## src/rtl/jtframe_romrq_rnd.sv

```systemverilog
// Two-entry round-robin read cache in front of a 32-bit SDRAM port, with a
// free-running 16-bit Fibonacci LFSR sharing the same clock and reset.
module jtframe_romrq_rnd #(
  parameter int AW = 22,
  parameter int DW = 16
) (
  input  logic          clk,
  input  logic          rst,
  input  logic          clr,
  input  logic [AW-1:0] offset,
  input  logic [AW-1:0] addr,
  input  logic          addr_ok,
  input  logic [31:0]   din,
  input  logic          din_ok,
  input  logic          we,
  output logic          req,
  output logic          data_ok,
  output logic [AW-1:0] sdram_addr,
  output logic [DW-1:0] dout,
  input  logic          adv,
  output logic [15:0]   lfsr
);

  logic [AW-1:0] addr_req_s;
  logic          hit0_s;
  logic          hit1_s;
  logic          hit_s;
  logic          sel_s;
  logic [31:0]   word_s;

  logic          valid_r [2];
  logic [AW-1:0] tag_r   [2];
  logic [31:0]   data_r  [2];
  logic          victim_r;
  logic [15:0]   lfsr_r;

  // Align the requested address down to a 32-bit word boundary
  always_comb begin
    addr_req_s = addr;
    if (DW == 8) begin
      addr_req_s = {addr[AW-1:2], 2'b00};
    end else begin
      addr_req_s = {addr[AW-1:1], 1'b0};
    end
  end

  // Tag lookup and request/handshake generation
  always_comb begin
    hit0_s     = valid_r[0] && (tag_r[0] == addr_req_s);
    hit1_s     = valid_r[1] && (tag_r[1] == addr_req_s);
    hit_s      = hit0_s || hit1_s;
    sel_s      = !hit0_s && hit1_s;
    word_s     = sel_s ? data_r[1] : data_r[0];
    req        = addr_ok && !hit_s && !we;
    data_ok    = addr_ok && hit_s;
    sdram_addr = addr_req_s + offset;
  end

  generate
    if (DW == 8) begin : g_byte
      // Byte lane select inside the hitting word
      always_comb begin
        case (addr[1:0])
          2'd0:    dout = word_s[7:0];
          2'd1:    dout = word_s[15:8];
          2'd2:    dout = word_s[23:16];
          2'd3:    dout = word_s[31:24];
          default: dout = word_s[7:0];
        endcase
      end
    end else begin : g_half
      // Half-word select inside the hitting word
      always_comb begin
        if (addr[0]) begin
          dout = word_s[31:16];
        end else begin
          dout = word_s[15:0];
        end
      end
    end
  endgenerate

  // Cache storage: reset beats clr, clr beats a coincident fill
  always_ff @(posedge clk) begin
    if (rst) begin
      valid_r[0] <= 1'b0;
      valid_r[1] <= 1'b0;
      tag_r[0]   <= '0;
      tag_r[1]   <= '0;
      data_r[0]  <= 32'h0000_0000;
      data_r[1]  <= 32'h0000_0000;
      victim_r   <= 1'b0;
    end else if (clr) begin
      valid_r[0] <= 1'b0;
      valid_r[1] <= 1'b0;
      victim_r   <= 1'b0;
    end else if (din_ok && we) begin
      data_r[victim_r]  <= din;
      tag_r[victim_r]   <= addr_req_s;
      valid_r[victim_r] <= 1'b1;
      victim_r          <= ~victim_r;
    end
  end

  // Taps 16,14,13,11 give a maximal-length sequence that never reaches zero
  always_ff @(posedge clk) begin
    if (rst) begin
      lfsr_r <= 16'h0001;
    end else if (adv) begin
      lfsr_r <= {lfsr_r[14:0], lfsr_r[15] ^ lfsr_r[13] ^ lfsr_r[12] ^ lfsr_r[10]};
    end
  end

  assign lfsr = lfsr_r;

endmodule

```

## config.mk

```make
export PLATFORM = sky130hd
export DESIGN_NAME = jtframe_romrq_rnd
export DESIGN_NICKNAME = d
export VERILOG_FILES = /design/src/rtl/jtframe_romrq_rnd.sv
export SDC_FILE = /design/constraint.sdc
export NUM_CORES = 1
export LEC_CHECK = 0
export ABC_AREA = 1
export CAP_MARGIN = 25
export CORE_MARGIN = 1
export CORE_UTILIZATION = 35
export CTS_BUF_LIST = sky130_fd_sc_hd__clkbuf_4 sky130_fd_sc_hd__clkbuf_8 sky130_fd_sc_hd__clkbuf_16
export DETAILED_ROUTE_END_ITERATION = 16
export DONT_BUFFER_PORTS = 1
export GPL_TIMING_DRIVEN = 0
export SLEW_MARGIN = 25
export SYNTH_ARGS = -nofsm -noshare
export SYNTH_HDL_FRONTEND = slang
export SYNTH_SLANG_ARGS = --single-unit
```

## constraint.sdc

```tcl
create_clock -name clk -period 3.3 [get_ports clk]
set_input_delay 0.495 -clock clk [delete_from_list [all_inputs] [get_ports clk]]
set_output_delay 0.495 -clock clk [all_outputs]
set_load 0.02 [all_outputs]
```

==> flow_metrics.env, run 1 <==
export IMPL_outcome="finished clean"
export IMPL_crit_fanout=10
export IMPL_synth_seq_cells=125
export IMPL_synth_most_common_cell="nand2_1"
export IMPL_yosysTopAreaCellShare_pct=43.07
export IMPL_antenna_cells=0
export IMPL_drive_gt1_share_pct=6.507
export IMPL_die_x_um=147.3
export IMPL_worstSetupStartpointType="register"
export IMPL_port_buffers=0
export IMPL_wl_met1_mm=8.688
export IMPL_power_leakage_nw=4.019
export IMPL_io_pins=139
export IMPL_netlist_area_um2=7391
export IMPL_drv_cap=0
export IMPL_hpwl_mm=14.49
export IMPL_worstMarginPinSlew_ns=0.8357
export IMPL_power_density_nw_per_um2=539.4
export IMPL_ctsHtreeMaxLevel=4
export IMPL_reg2reg_depth=6
export IMPL_clk_latency_ns=0.42
export IMPL_start_util_pct=36.06
export IMPL_clockRootBuffer="clkbuf_16"
export IMPL_cts_tree="built"
export IMPL_wl_per_cell_um=15.26
export IMPL_gp_congestion=0.9073
export IMPL_clk_pin_slew_worst_paths_ns=0.05
export IMPL_synthesis_nets=1069
export IMPL_hold_class="in -> reg"
export IMPL_route_final_wire_length_mm=19.37
export IMPL_synth_warnings=0
export IMPL_cp_end_kind="output pin"
export IMPL_synth_top_area_cell="edfxtp_1"
export IMPL_vias=6088
export IMPL_rsz0062_at_grt="false"
export IMPL_fin_crit_ns=3.017
export IMPL_design_area_um2=8467
export IMPL_synthArstFlopShare_pct=0
export IMPL_clock_path_buffers=2
export IMPL_min_path_cells=2
export IMPL_fillers=2076
export IMPL_num_rows=52
export IMPL_post_route_period_util_pct=91.43
export IMPL_postCtsHoldBufs=0
export IMPL_first_iter_violations=382
export IMPL_numCtsBuffers=17
export IMPL_area_growth_pct=14.56
export IMPL_met3RoutedLength_um=986
export IMPL_grt_pass1_wl_mm=30.06
export IMPL_critPathKind="reg -> out"
export IMPL_synth_ff_type="edfxtp_1"
export IMPL_arrival_ns=2.52
export IMPL_antenna_found_initial=0
export IMPL_clkSinkCount=125
export IMPL_maxSlewHeadroom_pct=43.86
export IMPL_register_area_um2=3563
export IMPL_slew_viol_final=0
export IMPL_grt_max_degree=47
export IMPL_top_layer="met4"
export IMPL_drc_errors=0
export IMPL_synth_edf_count=106
export IMPL_dpl_instance_area_um2=7791
export IMPL_track_usage_pct=18.20
export IMPL_grt_pass1_vias=5747
export IMPL_drt_antenna_violating_nets=0
export IMPL_hold_slack_ns=0.1850
export IMPL_met2_length_mm=9.269
export IMPL_fmax_ghz=0.3314
export IMPL_power_mw=4.567
export IMPL_skew_ns=0.004856
export IMPL_synth_area_leaders="edfxtp_1, nand2_1, nor2_1, inv_1, nand3_1"
export IMPL_netlist_top_cells_count="nand2_1, nor2_1, inv_1"
export IMPL_peakVddDrop_mv=0.3618
export IMPL_ys_seq_area_share_pct=48.21
export IMPL_core_area_um2=20490
export IMPL_die_area_um2=21700
export IMPL_drt_pass1_iterations=5
export IMPL_path_cells="or2_2 > nand2_1 > nor2_1 > nand3_2 > buf_2 > o21ai_0 > nor3_1"
export IMPL_synth_cell_types=32
export IMPL_cp_slowest_cell="nor3_1"
export IMPL_ctsResizeCount=0
export IMPL_fin_tns_setup_ns=0
export IMPL_overflow=0
export IMPL_syn_area_per_cell_um2=7.659
export IMPL_post_cts_buffers=0
export IMPL_die_y_um=147.3
export IMPL_vias_per_cell=4.797
export IMPL_slowest_delay_ns=0.66
export IMPL_fin_nets=1090
export IMPL_multi_input_area_um2=3039
export IMPL_required_ns=2.80
export IMPL_timing_final_hold_violations=0
export IMPL_final_util_pct=41.31
export IMPL_setup_violations=0
export IMPL_synth_cells=965
logic make-up after synthesis:
family / count (synthesis) / share of synthesized area, %
compound gates: 60 / 4.317
xor+xnor: 29 / 3.437
fa+ha+maj: 21 / 3.657
buf+inv: 203 / 10.87
flops: 125 / 48.21
simple gates: 527 / 29.51
worst max-delay path: cells and delay by family (launching register included):
kind,cells,cell delay (ns)
buf+inv,1,0.28
simple gates,5,1.31
flops,1,0.38
compound gates,1,0.14
power by group:
part	total [mW]	internal, mW	switching, mW
sequential	1.85	1.80	0.0555
clock	2.12	1.46	0.661
combinational	0.591	0.170	0.421
registers in the layout, indices dropped and copies added (netlist names):
| signal | count |
|---|---|
| data_r | 64 |
| tag_r | 42 |
| lfsr | 16 |
| valid_r | 2 |
| victim_r | 1 |
metrics by stage:
stage,instances,setup slack (ns)
floorplan,965,0.4784
global placement,1235,-0.9402
detailed placement,1237,0.4724
CTS,1269,0.2811
global route,1269,0.1265
finish,1269,0.2829
layout by cell type, fill, tap and decap left out, drive strengths merged, types with 9 or more instances in the layout:
cell    instances
buf            10
o21ai          34
xor2           15
nand4          16
nand3          91
edfxtp        106
a21oi          18
nand2         217
ha             20
nor2          188
xnor2          14
dfxtp          19
nor3            9
inv           176
clkbuf         45
final timing paths:
| kind | from | end | slack (ns) |
|---|---|---|---|
| min reg2reg | victim_r | victim_r | 0.49 |
| max reg2reg | victim_r | tag_r[0][1] | 1.00 |
| max | tag_r[0][7] | req | 0.28 |
| min | rst | lfsr[0] | 0.18 |
cell type report:
cell class,count,share of cell area [%]
buffer,27,1.685
clock buffer,26,6.118
clock inverter,6,1.862
inverter,176,7.803
multi-input combinational,637,35.89
sequential,125,42.09
tap,270,3.990
timing repair buffer,2,0.5615
per-layer routing:
layer,GRT usage [%],vias to the layer above
met1,23.05,2793
met4,7.165,0
met2,29.88,168
met5,0,-
li1,-,3096
met3,4.348,31
Power figures use the tool's default switching activity.
==> run 2: changes to the inputs <==
Settings changed: GPL_TIMING_DRIVEN 0 to not set.
==> flow_metrics.env, run 2 (synthesis gave the netlist of run 1 again) <==
export IMPL_largest_register="data_r"
export IMPL_num_rows=52
export IMPL_drt_pass1_iterations=4
export IMPL_gp_congestion=0.9075
export IMPL_clk_latency_ns=0.42
export IMPL_fin_nets=1069
export IMPL_vias_per_cell=4.757
export IMPL_hpwl_mm=13.12
export IMPL_path_cells="xnor2_1 > nand3b_1 > nor2_1 > nand2_1 > nor2_4 > buf_4 > nand3_1 > nand3_1 > nand2_1"
export IMPL_drc_errors=0
export IMPL_grt_pass1_wl_mm=29.61
export IMPL_vias=5937
export IMPL_core_area_um2=20490
export IMPL_required_ns=2.80
export IMPL_grt_max_degree=56
export IMPL_antenna_cells=0
export IMPL_ctsHtreeMaxLevel=4
export IMPL_clock_path_buffers=2
export IMPL_setup_violations=0
export IMPL_skew_ns=0.005206
export IMPL_hold_class="in -> reg"
export IMPL_crit_fanout=32
export IMPL_largest_reg_flops=64
export IMPL_drive_gt1_share_pct=6.135
export IMPL_slowest_delay_ns=0.44
export IMPL_die_area_um2=21700
export IMPL_clkSinkCount=125
export IMPL_first_iter_violations=422
export IMPL_min_delay_start="rst"
export IMPL_final_util_pct=40.31
export IMPL_cp_slowest_cell="edfxtp_1"
export IMPL_power_mw=4.308
export IMPL_die_x_um=147.3
export IMPL_fmax_ghz=0.3443
export IMPL_worstMarginPinSlew_ns=0.7018
export IMPL_drt_antenna_violating_nets=0
export IMPL_fin_tns_setup_ns=0
export IMPL_power_density_nw_per_um2=521.5
export IMPL_overflow=0
export IMPL_drv_cap=0
export IMPL_rsz0062_at_grt="false"
export IMPL_cp_top_family="simple AND/OR/NAND/NOR gates"
export IMPL_postCtsHoldBufs=0
export IMPL_clk_pin_slew_worst_paths_ns=0.05
export IMPL_fillers=2086
export IMPL_track_usage_pct=17.73
export IMPL_die_y_um=147.3
export IMPL_cts_tree="built"
export IMPL_port_buffers=0
export IMPL_numCtsBuffers=17
export IMPL_final_common_cell="nand2_1"
export IMPL_cp_end_kind="output pin"
export IMPL_peakVddDrop_mv=0.3496
export IMPL_area_growth_pct=11.77
export IMPL_start_util_pct=36.06
export IMPL_startpoint="tag_r[1][14]"
export IMPL_critPathKind="reg -> out"
export IMPL_arrival_ns=2.41
export IMPL_clockRootBuffer="clkbuf_16"
export IMPL_io_pins=139
export IMPL_r2r_start="victim_r"
export IMPL_slew_viol_final=0
export IMPL_antenna_found_initial=0
export IMPL_post_route_period_util_pct=88.00
export IMPL_route_final_wire_length_mm=18.78
export IMPL_outcome="finished clean"
export IMPL_wl_per_cell_um=15.05
export IMPL_post_cts_buffers=0
export IMPL_fin_crit_ns=2.904
export IMPL_most_common_layout_cells="nand2_1, nor2_1, inv_1"
export IMPL_power_leakage_nw=3.922
export IMPL_ctsResizeCount=0
export IMPL_timing_final_hold_violations=0
export IMPL_worstSetupStartpointType="register"
export IMPL_worst_path_buf_inv=1
export IMPL_grt_pass1_vias=5621
export IMPL_maxSlewHeadroom_pct=53.21
[run 2: worst register-to-register path: cells and delay by family (launching register included)]
kind / cells / cell delay [ns]
and+or+nand+nor: 3 / 0.64
buffers and inverters: 1 / 0.43
DFF: 1 / 0.32
[run 2: area by class of cell]
class / count / area (µm²) / share of cell area [%]
sequential: 125 / 3563 / 43.14
multi-input combinational: 637 / 3032 / 36.70
inverter: 176 / 660.6 / 7.998
clock buffer: 20 / 447.9 / 5.423
tap: 270 / 337.8 / 4.090
clock inverter: 12 / 146.4 / 1.772
timing repair buffer: 8 / 72.57 / 0.8785
[run 2: layer usage]
layer / wire (µm) / track usage, %
met1: 8507 / 22.99
met2: 8980 / 29.60
met3: 1052 / 3.913
met4: 242 / 5.000
met5: 0 / 0
[run 2: path summary, 6_finish.rpt]
kind                                    end  slack, ns  cells after the start
worst max register to register  tag_r[0][5]       1.57                      4
worst min register to register     victim_r       0.50                      2
worst min-delay path                lfsr[0]       0.17                      2
worst max-delay path                dout[9]       0.40                      9
[run 2: metrics by stage]
stage                     hold WS (ns)  instance area, µm²  setup slack, ns  std cells
after CTS                       0.1594                8260           0.3605       1248
after global routing            0.1596                8260           0.1617       1248
after global placement          0.4746                7666           0.5945       1216
final                           0.1691                8260           0.3960       1248
after floorplan                 0.4401                7391           0.4784        965
after detailed placement        0.4881                7666           0.5211       1216
[run 2: power breakdown]
| group | internal [mW] | switching (mW) | leakage (nW) | total (mW) |
|---|---|---|---|---|
| Sequential | 1.80 | 0.0559 | 1.22 | 1.85 |
| Combinational | 0.166 | 0.409 | 2.42 | 0.575 |
| Clock | 1.20 | 0.678 | 0.281 | 1.88 |
